<file path="src/rtl/led_pattern_seq_if.sv">
// Control and LED bus for led_pattern_seq.
//   tick_in : slow divider toggle, asynchronous to clk
//   run     : 1 enables the sequence, 0 forces the LEDs off
//   mode    : 0 SHIFT, 1 BOUNCE, 2 BLINK, 3 COUNT
//   leds    : registered LED pattern
//   step    : one-cycle pulse, high in the cycle leds holds a new step value
//   wrap    : one-cycle pulse with step when the pattern completes a period
interface led_pattern_seq_if #(
    parameter int unsigned WIDTH = 8
) ();
    logic             tick_in;
    logic             run;
    logic [1:0]       mode;
    logic [WIDTH-1:0] leds;
    logic             step;
    logic             wrap;

    // Controller side: drives the controls and observes the LED bank.
    modport master (
        output tick_in,
        output run,
        output mode,
        input  leds,
        input  step,
        input  wrap
    );

    // Sequencer side.
    modport slave (
        input  tick_in,
        input  run,
        input  mode,
        output leds,
        output step,
        output wrap
    );
endinterface

</file>
<file path="src/rtl/led_pattern_seq.sv">
// LED pattern sequencer driven by the slow clock-divider toggle.
// Each synchronised edge of tick_in is one step; on every step the pattern advances
// in SHIFT, BOUNCE, BLINK or COUNT mode.
//   clk   : system clock, all logic on posedge
//   rst_n : asynchronous active-low reset
//   bus   : led_pattern_seq_if slave (tick_in, run, mode in; leds, step, wrap out)
module led_pattern_seq #(
    parameter int unsigned WIDTH       = 8,
    parameter int unsigned SYNC_STAGES = 2,
    parameter int unsigned EDGE_MODE   = 0
) (
    input  logic             clk,
    input  logic             rst_n,
    led_pattern_seq_if.slave bus
);

    typedef enum logic [1:0] {
        StIdle,
        StLoad,
        StRun
    } state_e;

    localparam logic [1:0] ModeShift  = 2'd0;
    localparam logic [1:0] ModeBounce = 2'd1;
    localparam logic [1:0] ModeBlink  = 2'd2;
    localparam logic [1:0] ModeCount  = 2'd3;

    localparam logic DirLeft  = 1'b0;
    localparam logic DirRight = 1'b1;

    localparam logic [WIDTH-1:0] One = {{(WIDTH-1){1'b0}}, 1'b1};

    state_e                 r_state, w_state_d;
    logic [SYNC_STAGES-1:0] r_sync;
    logic                   r_prev;
    logic                   w_edge;
    logic [1:0]             r_mode_q, w_mode_q_d;
    logic                   r_dir, w_dir_d;
    logic [WIDTH-1:0]       r_leds, w_leds_d;
    logic                   r_step, w_step_d;
    logic                   r_wrap, w_wrap_d;

    // Synchroniser plus previous-value flop for edge detection.
    always_ff @(posedge clk or negedge rst_n) begin
        if (!rst_n) begin
            r_sync <= '0;
            r_prev <= 1'b0;
        end else begin
            r_sync <= {r_sync[SYNC_STAGES-2:0], bus.tick_in};
            r_prev <= r_sync[SYNC_STAGES-1];
        end
    end

    assign w_edge = (EDGE_MODE == 1) ? (r_sync[SYNC_STAGES-1] & ~r_prev)
                                     : (r_sync[SYNC_STAGES-1] ^ r_prev);

    // State and datapath registers.
    always_ff @(posedge clk or negedge rst_n) begin
        if (!rst_n) begin
            r_state  <= StIdle;
            r_mode_q <= 2'd0;
            r_dir    <= DirLeft;
            r_leds   <= '0;
            r_step   <= 1'b0;
            r_wrap   <= 1'b0;
        end else begin
            r_state  <= w_state_d;
            r_mode_q <= w_mode_q_d;
            r_dir    <= w_dir_d;
            r_leds   <= w_leds_d;
            r_step   <= w_step_d;
            r_wrap   <= w_wrap_d;
        end
    end

    // Next-state logic.
    always_comb begin
        w_state_d = r_state;
        unique case (r_state)
            StIdle:  if (bus.run) w_state_d = StLoad;
            StLoad:  w_state_d = StRun;
            StRun: begin
                if (!bus.run) begin
                    w_state_d = StIdle;
                end else if (bus.mode != r_mode_q) begin
                    w_state_d = StLoad;
                end
            end
            default: w_state_d = StIdle;
        endcase
    end

    // Pattern datapath. run/mode checks in RUN take priority, so a same-cycle edge is dropped.
    always_comb begin
        w_leds_d   = r_leds;
        w_dir_d    = r_dir;
        w_mode_q_d = r_mode_q;
        w_step_d   = 1'b0;
        w_wrap_d   = 1'b0;
        unique case (r_state)
            StIdle: w_leds_d = '0;
            StLoad: begin
                w_mode_q_d = bus.mode;
                w_dir_d    = DirLeft;
                unique case (bus.mode)
                    ModeShift:  w_leds_d = One;
                    ModeBounce: w_leds_d = One;
                    ModeBlink:  w_leds_d = '1;
                    ModeCount:  w_leds_d = '0;
                    default:    w_leds_d = '0;
                endcase
            end
            StRun: begin
                if (!bus.run) begin
                    w_leds_d = '0;
                end else if ((bus.mode == r_mode_q) && w_edge) begin
                    w_step_d = 1'b1;
                    unique case (r_mode_q)
                        ModeShift: begin
                            w_leds_d = {r_leds[WIDTH-2:0], r_leds[WIDTH-1]};
                            w_wrap_d = r_leds[WIDTH-1];
                        end
                        ModeBounce: begin
                            if (r_dir == DirLeft) begin
                                w_leds_d = {r_leds[WIDTH-2:0], 1'b0};
                                // Turn around on the step that lands on the top bit.
                                if (r_leds[WIDTH-2]) w_dir_d = DirRight;
                            end else begin
                                w_leds_d = {1'b0, r_leds[WIDTH-1:1]};
                                if (r_leds[1]) begin
                                    w_dir_d  = DirLeft;
                                    w_wrap_d = 1'b1;
                                end
                            end
                        end
                        ModeBlink: begin
                            w_leds_d = ~r_leds;
                            w_wrap_d = (r_leds == '0);
                        end
                        ModeCount: begin
                            w_leds_d = r_leds + One;
                            w_wrap_d = &r_leds;
                        end
                        default: w_leds_d = r_leds;
                    endcase
                end
            end
            default: w_leds_d = '0;
        endcase
    end

    assign bus.leds = r_leds;
    assign bus.step = r_step;
    assign bus.wrap = r_wrap;

endmodule

</file>
<file path="src/flat_wrapper.sv">
// flat-port wrapper written by rule: the top's interface ports become plain ports
module led_pattern_seq_flat 
#(
    parameter int unsigned WIDTH       = 8,
    parameter int unsigned SYNC_STAGES = 2,
    parameter int unsigned EDGE_MODE   = 0
)
  (clk, rst_n, bus_tick_in, bus_run, bus_mode, bus_leds, bus_step, bus_wrap);
  led_pattern_seq_if #(.WIDTH(WIDTH)) bus_i ();
  input  logic clk;
  input  logic rst_n;
  input wire logic [$bits(bus_i.tick_in)-1:0] bus_tick_in;
  input wire logic [$bits(bus_i.run)-1:0] bus_run;
  input wire logic [$bits(bus_i.mode)-1:0] bus_mode;
  output wire logic [$bits(bus_i.leds)-1:0] bus_leds;
  output wire logic [$bits(bus_i.step)-1:0] bus_step;
  output wire logic [$bits(bus_i.wrap)-1:0] bus_wrap;
  assign bus_i.tick_in = bus_tick_in;
  assign bus_i.run = bus_run;
  assign bus_i.mode = bus_mode;
  assign bus_leds = bus_i.leds;
  assign bus_step = bus_i.step;
  assign bus_wrap = bus_i.wrap;
  led_pattern_seq #(.WIDTH(WIDTH), .SYNC_STAGES(SYNC_STAGES), .EDGE_MODE(EDGE_MODE)) u_core (.clk(clk), .rst_n(rst_n), .bus(bus_i));
endmodule
</file>
<file path="config.mk">
export PLATFORM = sky130hd
export DESIGN_NAME = led_pattern_seq_flat
export DESIGN_NICKNAME = d
export VERILOG_FILES = /design/src/rtl/led_pattern_seq_if.sv /design/src/rtl/led_pattern_seq.sv /design/src/flat_wrapper.sv
export SDC_FILE = /design/constraint.sdc
export NUM_CORES = 1
export LEC_CHECK = 0
export ABC_AREA = 1
export BUFFER_PORTS_ARGS = -buffer_cell sky130_fd_sc_hd__buf_2
export CORE_ASPECT_RATIO = 0.5
export CORE_MARGIN = 2
export CORE_UTILIZATION = 51
export DETAILED_ROUTE_END_ITERATION = 10
export GPL_ROUTABILITY_DRIVEN = 0
export PLACE_DENSITY = 0.78
export REMOVE_ABC_BUFFERS = 1
export SYNTH_ARGS = -nofsm -noshare
export SYNTH_HDL_FRONTEND = slang
export SYNTH_SLANG_ARGS = --single-unit
</file>
<file path="constraint.sdc">
create_clock -name clk -period 1.3 [get_ports clk]
set_input_delay 0.065 -clock clk [delete_from_list [all_inputs] [get_ports clk]]
set_output_delay 0.065 -clock clk [all_outputs]
set_load 0.03 [all_outputs]
</file>
==> results of run 1 <==
-- where the power goes --
part | switching (mW) | internal [mW]
Combinational | 2.17 | 1.44
Clock | 0.225 | 0.271
Sequential | 0.255 | 0.703
Total | 2.65 | 2.41
-- per-stage QoR --
step | hold WS [ns] | area (µm²) | total power [mW] | utilization (%)
floorplan | -0.231 | 1290 | 2.13 | -
global placement | 0.0185 | 1700 | 3.13 | 73.0
detailed placement | 0.0262 | 1700 | 3.20 | 73.0
CTS | 0.0894 | 1990 | 4.14 | 85.4
global route | 0.173 | 2120 | 5.16 | 91.0
finish | 0.176 | 2120 | 5.06 | 91.0
-- registers in the layout, indices dropped and copies added, names as in the netlist --
| name | cells |
|---|---|
| u_core.bus.leds | 8 |
| u_core.r_mode_q | 2 |
| u_core.r_state | 2 |
| u_core.r_sync | 2 |
| u_core.bus.step | 1 |
| u_core.bus.wrap | 1 |
| u_core.r_dir | 1 |
| u_core.r_prev | 1 |
-- cell type report --
cell class	instances	area, µm²	area share [%]
clock buffers	4	55.1	2.60
inverters	24	108	5.08
multi-input cells	147	980	46.2
flip-flops and latches	18	454	21.4
well taps	35	43.8	2.07
repair buffers	64	478	22.6
-- worst reg2reg max path, delay by kind of cell, from the launching register on --
family                 cells  cell delay (ns)
flip-flops                 1             0.48
AND/OR/NAND/NOR            6             0.58
AO/OA/AOI/OAI              2             0.32
buffers and inverters      1             0.18
-- cells by family after synthesis --
kind of cell | count (synthesis) | share of synthesized area [%]
adder cells (fa/ha/maj) | 6 | 5.67
XOR/XNOR | 1 | 0.662
flip-flops | 18 | 34.0
AO/OA/AOI/OAI | 41 | 16.6
AND/OR/NAND/NOR | 99 | 33.6
buffers and inverters | 28 | 9.45
-- metal layers --
metal | part of all wire (%) | global-route usage [%] | up-vias
met5 | 0.50 | 0 | -
met4 | 10 | 33.6 | 2
met3 | 18 | 14.9 | 126
met2 | 38 | 71.0 | 283
met1 | 33 | 46.4 | 904
li1 | - | - | 759
-- cell usage after synthesis --
| master | n | area, µm² |
|---|---|---|
| xnor2_1 | 1 | 8.76 |
| nand2_2 | 4 | 25.0 |
| o211ai_1 | 2 | 15.0 |
| a31oi_1 | 3 | 18.8 |
| inv_2 | 4 | 15.0 |
| ha_1 | 6 | 75.1 |
| buf_2 | 2 | 10.0 |
| clkinv_2 | 1 | 5.00 |
| nor2_4 | 1 | 11.3 |
| a21oi_1 | 14 | 70.1 |
| buf_4 | 1 | 7.51 |
| nor2_1 | 8 | 30.0 |
| nand4_1 | 3 | 18.8 |
| nand3_2 | 1 | 10.0 |
| nor2_2 | 2 | 12.5 |
| nand2_1 | 62 | 233 |
| o31ai_1 | 1 | 7.51 |
| nand2_4 | 1 | 11.3 |
| inv_1 | 18 | 67.6 |
| nand3_1 | 14 | 70.1 |
| nand4_2 | 1 | 12.5 |
| o21ai_1 | 7 | 35.0 |
| dfrtp_1 | 18 | 450 |
| o21ai_0 | 13 | 65.1 |
| buf_6 | 1 | 11.3 |
| inv_6 | 1 | 8.76 |
| o21a_2 | 1 | 8.76 |
| nor3_1 | 2 | 10.0 |
-- worst max-delay path by stage --
stage / start / to / cells after the start
2_1_floorplan: u_core.bus.leds[1] / u_core.bus.leds[6] / 10
3_3_place_gp: u_core.r_state[0] / u_core.r_dir / 9
3_5_place_dp: u_core.r_state[0] / u_core.r_dir / 9
4_1_cts: u_core.r_state[0] / u_core.bus.wrap / 8
5_1_grt: u_core.bus.leds[1] / u_core.bus.leds[6] / 9
6_report: u_core.bus.leds[1] / u_core.bus.leds[3] / 9
-- timing repair --
item	4_1_cts	5_1_grt
hold endpoints to repair	19	0
pin swaps	17	14
hold buffers	2	0
resized for setup	47	27
setup buffers	6	5
setup endpoints to repair	13	13
==> impl_metrics.py, run 1 <==
metrics = {
    "status": {
        "outcome": "finished, violations left",
        "violations": "design-rule violations, negative setup slack",
    },
    "min_path": {
        "min-delay-start": "bus_mode[1]",
        "hold_path_depth": 3,
        "whs_endpoint": "u_core.r_mode_q[1]",
        "min-delay-path-class": "input pin to flop",
    },
    "synthesis": {
        "ys_seq_elements": 18,
        "syn_area_um2": 1320,
        "synth_seq_area_share_pct": 34.0,
        "avgSynthCellArea_um2": 6.86,
        "synth_cell_type_count": 28,
        "yosysWarningCount": 0,
        "synthCells": 193,
    },
    "clock_network": {
        "cts_buffer_depth": 2,
        "cts-buffers-inserted": 3,
        "root_buffer": "clkbuf_8",
        "cts_max_level": 1,
        "clk_latency_ns": 0.27,
        "clkSlewWorstSetupHoldPaths_ns": 0.08,
        "clock_sinks": 18,
        "cts_tree": "yes",
    },
    "timing": {
        "slew_violations": 0,
        "finalCritPeriodShare_pct": 127,
        "max_freq_mhz": 608,
        "rsz0062_at_grt": "yes",
        "hold_viol": 0,
        "fin_crit_ns": 1.64,
        "maxSlewHeadroom_pct": 71.0,
        "final-setup-viol-count": 14,
        "tightestPinTransition_ns": 0.435,
        "setup_slack_ns": -0.345,
        "setup_tns_ns": -2.48,
        "skew_ns": 0.00731,
    },
    "job": {
        "cap_violations": 0,
    },
    "critical_path": {
        "crit_top_cell": "nand2_1",
        "cp_max_fo": 6,
        "cp.required_ns": 1.47,
        "slowest_delay_ns": 0.48,
        "r2r_setup_slack_ns": -0.34,
        "cp.buffers_inverters": 1,
        "crit_chain": "buf_6, nand3_1, nand2_2, a21oi_2, o21ai_0, nand2_1, nand2_1, nand2_1, nand2_1",
        "worstReg2RegStart": "u_core.bus.leds[1]",
        "crit_family": "simple AND/OR/NAND/NOR gates",
        "crit_slowest_cell": "dfrtp_1",
        "crit_path_start_kind": "flop",
        "critPathCaptureType": "flop",
        "r2r_end": "u_core.bus.leds[3]",
        "crit_type": "flop to flop",
        "reg2reg_depth": 9,
        "crit_arrival_ns": 1.81,
    },
    "floorplanning": {
        "fp-row-count": 12,
        "core_region_area_um2": 2330,
        "dieArea_um2": 3040,
        "die_x_um": 76.1,
        "initial_core_util_pct": 56.9,
        "die_h_um": 40.0,
        "ios": 16,
    },
    "layout": {
        "final_cell_mix": "nand2_1, buf_4, buf_2, dfrtp_1, inv_1",
        "final_layout_size_suffix_gt1_share_pct": 49.0,
        "final_common_cell": "nand2_1",
        "area_growth_pct": 60.0,
        "finalNetCount": 270,
        "diodes": 0,
        "instances_no_fill": 292,
        "n_fill_cell": 80,
    },
    "global_routing": {
        "gr-total-overflow": 0,
        "grt_max_degree": 19,
        "grt_pass1_wl_mm": 9.22,
        "grt_pass1_vias": 1811,
        "antenna_found_initial": 0,
        "grtUsageTotal_pct": 41.9,
    },
    "place": {
        "post-place-cells": 277,
        "place_hpwl_mm": 2.93,
        "port_buffers": 15,
        "pre_cts_ws_ns": -0.185,
    },
    "route": {
        "vias": 2074,
        "drc": 1,
        "vias_per_cell": 7.10,
        "ant_nets": 0,
        "drtIter0Drc": 711,
        "dr.pass1.iters": 11,
        "routedWlPerCell_um": 25.2,
        "drt_wl_total_mm": 7.35,
    },
    "power_and_ir_drop": {
        "p_leak_nw": 1.02,
        "irDropWorstVdd_mv": 1.81,
        "power.density_nw_per_um2": 2390,
    },
}
Power figures use the tool's default switching activity.
==> inputs of run 2 (changes only) <==
- REMOVE_ABC_BUFFERS: 1 -> default
==> impl_metrics.py, run 2 (synthesized netlist as in run 1, its figures left out) <==
metrics = {
    "timing": {
        "tightestPinTransition_ns": 0.438,
        "maxSlewHeadroom_pct": 70.8,
        "rsz0062_at_grt": "yes",
        "skew_ns": 0.00550,
        "hold_viol": 0,
        "fin_crit_ns": 1.53,
        "slew_violations": 0,
        "setup_slack_ns": -0.228,
        "finalCritPeriodShare_pct": 118,
        "final-setup-viol-count": 12,
        "max_freq_mhz": 654,
    },
    "min_path": {
        "min-delay-path-class": "input pin to flop",
        "hold_path_depth": 4,
    },
    "place": {
        "pre_cts_ws_ns": -0.124,
        "place_area_um2": 1650,
        "place_hpwl_mm": 2.87,
        "port_buffers": 15,
    },
    "global_routing": {
        "antenna_found_initial": 0,
        "grt_pass1_vias": 1564,
        "grt_pass1_wl_mm": 7.53,
        "gr-total-overflow": 0,
        "met3_usage_pct": 8.33,
        "grtUsageTotal_pct": 33.6,
        "use_met1_pct": 39.2,
        "grt_max_degree": 19,
        "grt_use_met2_pct": 63.6,
        "busiest_layer": "met2",
    },
    "layout": {
        "largest_reg_flops": 8,
        "final_common_cell": "nand2_1",
        "final_layout_size_suffix_gt1_share_pct": 46.7,
        "n_fill_cell": 98,
        "final_cell_mix": "nand2_1, buf_4, buf_2, inv_1, dfrtp_1",
        "diodes": 0,
        "multi_input_area_um2": 983,
        "fin_util_pct": 87.5,
        "area_growth_pct": 53.9,
        "regArea_um2": 458,
        "finalNetCount": 257,
        "design_area_um2": 2040,
    },
    "critical_path": {
        "reg2reg_depth": 10,
        "crit_arrival_ns": 1.73,
        "cp_max_fo": 4,
        "crit_path_start_kind": "flop",
        "critPathCaptureType": "flop",
        "crit_type": "flop to flop",
        "cp.required_ns": 1.50,
    },
    "power_and_ir_drop": {
        "irDropWorstVdd_mv": 1.94,
        "p_leak_nw": 0.946,
        "power.density_nw_per_um2": 2320,
    },
    "clock_network": {
        "cts_buffer_depth": 2,
        "cts_max_level": 1,
        "cts_tree": "yes",
        "clkSlewWorstSetupHoldPaths_ns": 0.08,
        "cts-buffers-inserted": 3,
        "clock_sinks": 18,
        "root_buffer": "clkbuf_8",
        "clk_latency_ns": 0.27,
    },
    "status": {
        "violations": "negative setup slack",
        "outcome": "finished, violations left",
    },
    "route": {
        "vias_per_cell": 6.51,
        "ant_nets": 0,
        "drtIter0Drc": 284,
        "dr.pass1.iters": 5,
        "vias": 1817,
        "drt_wl_total_mm": 5.90,
        "drc": 0,
        "routedWlPerCell_um": 21.1,
    },
    "floorplanning": {
        "dieArea_um2": 3040,
        "fp-row-count": 12,
        "core_region_area_um2": 2330,
        "die_x_um": 76.1,
        "ios": 16,
        "die_h_um": 40.0,
        "initial_core_util_pct": 56.9,
    },
    "synthesis": {
        "synth_nets": 205,
    },
    "job": {
        "cap_violations": 0,
    },
}
## run 2: worst paths after layout
check                                      to  slack, ns         startpoint
max                              u_core.r_dir      -0.23  u_core.r_state[0]
min                         u_core.r_state[0]       0.21            bus_run
max reg2reg                      u_core.r_dir      -0.23  u_core.r_state[0]
min reg2reg                  u_core.r_sync[1]       0.36   u_core.r_sync[0]
max in group asynchronous  u_core.bus.leds[0]       0.68              rst_n
min in group asynchronous     u_core.bus.step       0.29              rst_n
## run 2: metrics by stage
stage	TNS [ns]	power, mW	cells	hold WS, ns
floorplan	-0.102	2.25	193	-0.231
global placement	-0.360	3.01	262	0.0150
detailed placement	-0.691	3.06	262	0.0252
CTS	-0.0362	3.96	276	0.114
global route	-2.11	4.89	279	0.216
finish	-1.37	4.72	279	0.208
## run 2: routing by layer
metal | share of wire [%] | routed length, µm
met1 | 35 | 2060
met2 | 41 | 2440
met3 | 16 | 916
met4 | 8.3 | 487
met5 | 0 | 0
## run 2: cell type report
| type | instances | share of cell area (%) |
|---|---|---|
| Tap cell | 35 | 2.15 |
| Timing Repair Buffer | 51 | 19.1 |
| Sequential cell | 18 | 22.5 |
| Multi-Input combinational cell | 147 | 48.3 |
| Clock buffer | 4 | 2.70 |
| Inverter | 24 | 5.28 |
## run 2: timing repair
item	CTS	global route
hold endpoints to repair	19	0
pin swaps	8	19
setup endpoints to repair	12	12
resized for setup	26	42
buffers inserted	8	4
hold buffers	2	0
## run 2: critical path, cell delays in order (launching register included)
cell and delay [ns]:
dfrtp_1 0.41, inv_2 0.10, ha_4 0.15, nand2_4 0.06
clkinv_4 0.07, nand4_4 0.10, nor2_4 0.17, nand2_1 0.11
nand2_1 0.09, nand3_1 0.09, nand2_1 0.11
## run 2: where the power goes
group | internal, mW | switching, mW | leakage, nW
combinational | 1.32 | 1.92 | 0.690
sequential | 0.708 | 0.263 | 0.227
clock | 0.271 | 0.232 | 0.0288
total | 2.30 | 2.42 | 0.946
==> inputs of run 3 (changes only) <==
==> constraint.sdc (replaced) <==
create_clock -name clk -period 1.3 [get_ports clk]
set_input_delay 0.065 -clock clk [delete_from_list [all_inputs] [get_ports clk]]
set_output_delay 0.065 -clock clk [all_outputs]
set_load 0.05 [all_outputs]
==> impl_metrics.py, run 3 (synthesized netlist as in run 1, its figures left out) <==
metrics = {
    "global_routing": {
        "grt_pass1_wl_mm": 6.77,
        "antenna_found_initial": 0,
        "busiest_layer": "met2",
        "grtUsageTotal_pct": 30.2,
        "use_met1_pct": 38.3,
        "grt_max_degree": 19,
        "gr-total-overflow": 0,
        "met3_usage_pct": 7.66,
        "grt_pass1_vias": 1380,
        "grt_use_met2_pct": 54.0,
    },
    "power_and_ir_drop": {
        "irDropWorstVdd_mv": 2.05,
        "finalPower_mw": 4.91,
        "p_sw_mw": 2.51,
        "power_frac_comb_pct": 69.9,
        "power.density_nw_per_um2": 2350,
        "internal_power_mw": 2.40,
        "sw_frac_of_total_pct": 51.1,
        "p_leak_nw": 0.979,
        "clock_power_share_pct": 9.6,
        "pwr-share-seq_pct": 20.5,
    },
    "timing": {
        "finalCritPeriodShare_pct": 120,
        "hold_viol": 0,
        "setup_slack_ns": -0.261,
        "rsz0062_at_grt": "yes",
        "skew_ns": 0.00517,
        "fin_crit_ns": 1.56,
        "final-setup-viol-count": 13,
        "maxSlewHeadroom_pct": 71.7,
        "slew_violations": 0,
        "max_freq_mhz": 641,
        "tightestPinTransition_ns": 0.425,
    },
    "place": {
        "port_buffers": 15,
        "place_hpwl_mm": 3.00,
        "pre_cts_ws_ns": -0.118,
        "post-place-cells": 268,
    },
    "floorplanning": {
        "die_h_um": 40.0,
        "core_region_area_um2": 2330,
        "dieArea_um2": 3040,
        "initial_core_util_pct": 56.9,
        "die_x_um": 76.1,
        "ios": 16,
        "fp-row-count": 12,
    },
    "route": {
        "drc": 0,
        "dr.pass1.iters": 6,
        "routedWlPerCell_um": 20.6,
        "vias": 1885,
        "ant_nets": 0,
        "vias_per_cell": 6.57,
        "drtIter0Drc": 317,
        "drt_wl_total_mm": 5.90,
    },
    "synthesis": {
        "synth_nets": 205,
    },
    "clock_network": {
        "clock_sinks": 18,
        "cts_max_level": 1,
        "root_buffer": "clkbuf_8",
        "cts_tree": "yes",
        "cts_buffer_depth": 2,
        "clk_latency_ns": 0.27,
        "clkSlewWorstSetupHoldPaths_ns": 0.07,
        "cts-buffers-inserted": 3,
    },
    "critical_path": {
        "crit_family": "flip-flops",
        "r2r_setup_slack_ns": -0.26,
        "cp.required_ns": 1.46,
        "crit_top_cell": "nand2_1",
        "critPathCaptureType": "flop",
        "crit_path_start_kind": "flop",
        "slowest_delay_ns": 0.49,
        "cp_max_fo": 5,
        "crit_arrival_ns": 1.72,
        "crit_slowest_cell": "dfrtp_2",
        "crit_type": "flop to flop",
        "crit_chain": "clkinv_4, nand2_1, o21ai_0, a31oi_2, nand2_1, nand2_1, nand2_1, nand2_1",
        "cp.buffers_inverters": 1,
    },
    "layout": {
        "final_common_cell": "nand2_1",
        "diodes": 0,
        "final_cell_mix": "nand2_1, buf_4, inv_1, buf_2, nand3_1",
        "finalNetCount": 265,
        "final_layout_size_suffix_gt1_share_pct": 49.2,
        "instances_no_fill": 287,
        "n_fill_cell": 93,
        "largest_reg_flops": 8,
        "area_growth_pct": 58.1,
    },
    "min_path": {
        "min-delay-path-class": "input pin to flop",
    },
    "status": {
        "violations": "negative setup slack",
        "outcome": "finished, violations left",
    },
    "job": {
        "cap_violations": 0,
    },
}
-- run 3: metrics by stage --
stage	cell area, µm²	hold WS [ns]	util [%]	setup TNS [ns]
final	2090	0.161	89.9	-1.55
after global routing	2090	0.158	89.9	-2.03
after CTS	1890	0.111	81.2	-0.213
after detailed placement	1720	0.0296	73.7	-0.797
after global placement	1720	0.0247	73.7	-0.300
after floorplan	1390	-0.231	-	-0.264
-- run 3: routing by layer --
metal  share of wire, %  up-vias  wire [µm]
li1                   -      748          -
met4                7.4        0        437
met2                 40      225       2370
met5                  0        -          0
met1                 37      836       2160
met3                 16       76        934
-- run 3: final timing paths --
| kind | start | endpoint | cells past startpoint |
|---|---|---|---|
| setup reg to reg | u_core.r_mode_q[1] | u_core.bus.leds[3] | 8 |
| hold / removal | bus_mode[1] | u_core.r_mode_q[1] | 3 |
| min in group asynchronous | rst_n | u_core.bus.leds[3] | 2 |
| hold reg to reg | u_core.r_sync[0] | u_core.r_sync[1] | 0 |
| max in group asynchronous | rst_n | u_core.bus.leds[2] | 2 |
| setup / recovery | u_core.r_mode_q[1] | u_core.bus.leds[3] | 8 |
-- run 3: area by class of cell --
class	count	area, µm²	share of cell area, %
Multi-Input combinational cell	147	961	45.9
Tap cell	35	43.8	2.09
Sequential cell	18	463	22.1
Timing Repair Buffer	59	463	22.1
Clock buffer	4	55.1	2.63
Inverter	24	108	5.14
-- run 3: power groups by stage --
stage	sequential, mW	clock (mW)	combinational (mW)
finish	1.01	0.474	3.43
detailed placement	0.951	0	2.34
global placement	0.943	0	2.29
CTS	0.945	0.475	2.59
floorplan	1.11	0	1.26
global route	1.01	0.495	3.54
-- run 3: timing repair --
item,4_1_cts,5_1_grt
setup buffers,5,8
hold buffers,2,0
endpoints found under the hold margin,19,0
pin swaps,9,8
gates cloned,0,0
setup endpoints to repair,12,12
resized for setup,16,42
-- run 3: worst register-to-register path, stage by stage, from the launching register on --
cell and delay [ns]:
dfrtp_2 0.49, clkinv_4 0.12, nand2_1 0.14, o21ai_0 0.35, a31oi_2 0.07, nand2_1 0.09, nand2_1 0.07, nand2_1 0.07
nand2_1 0.06
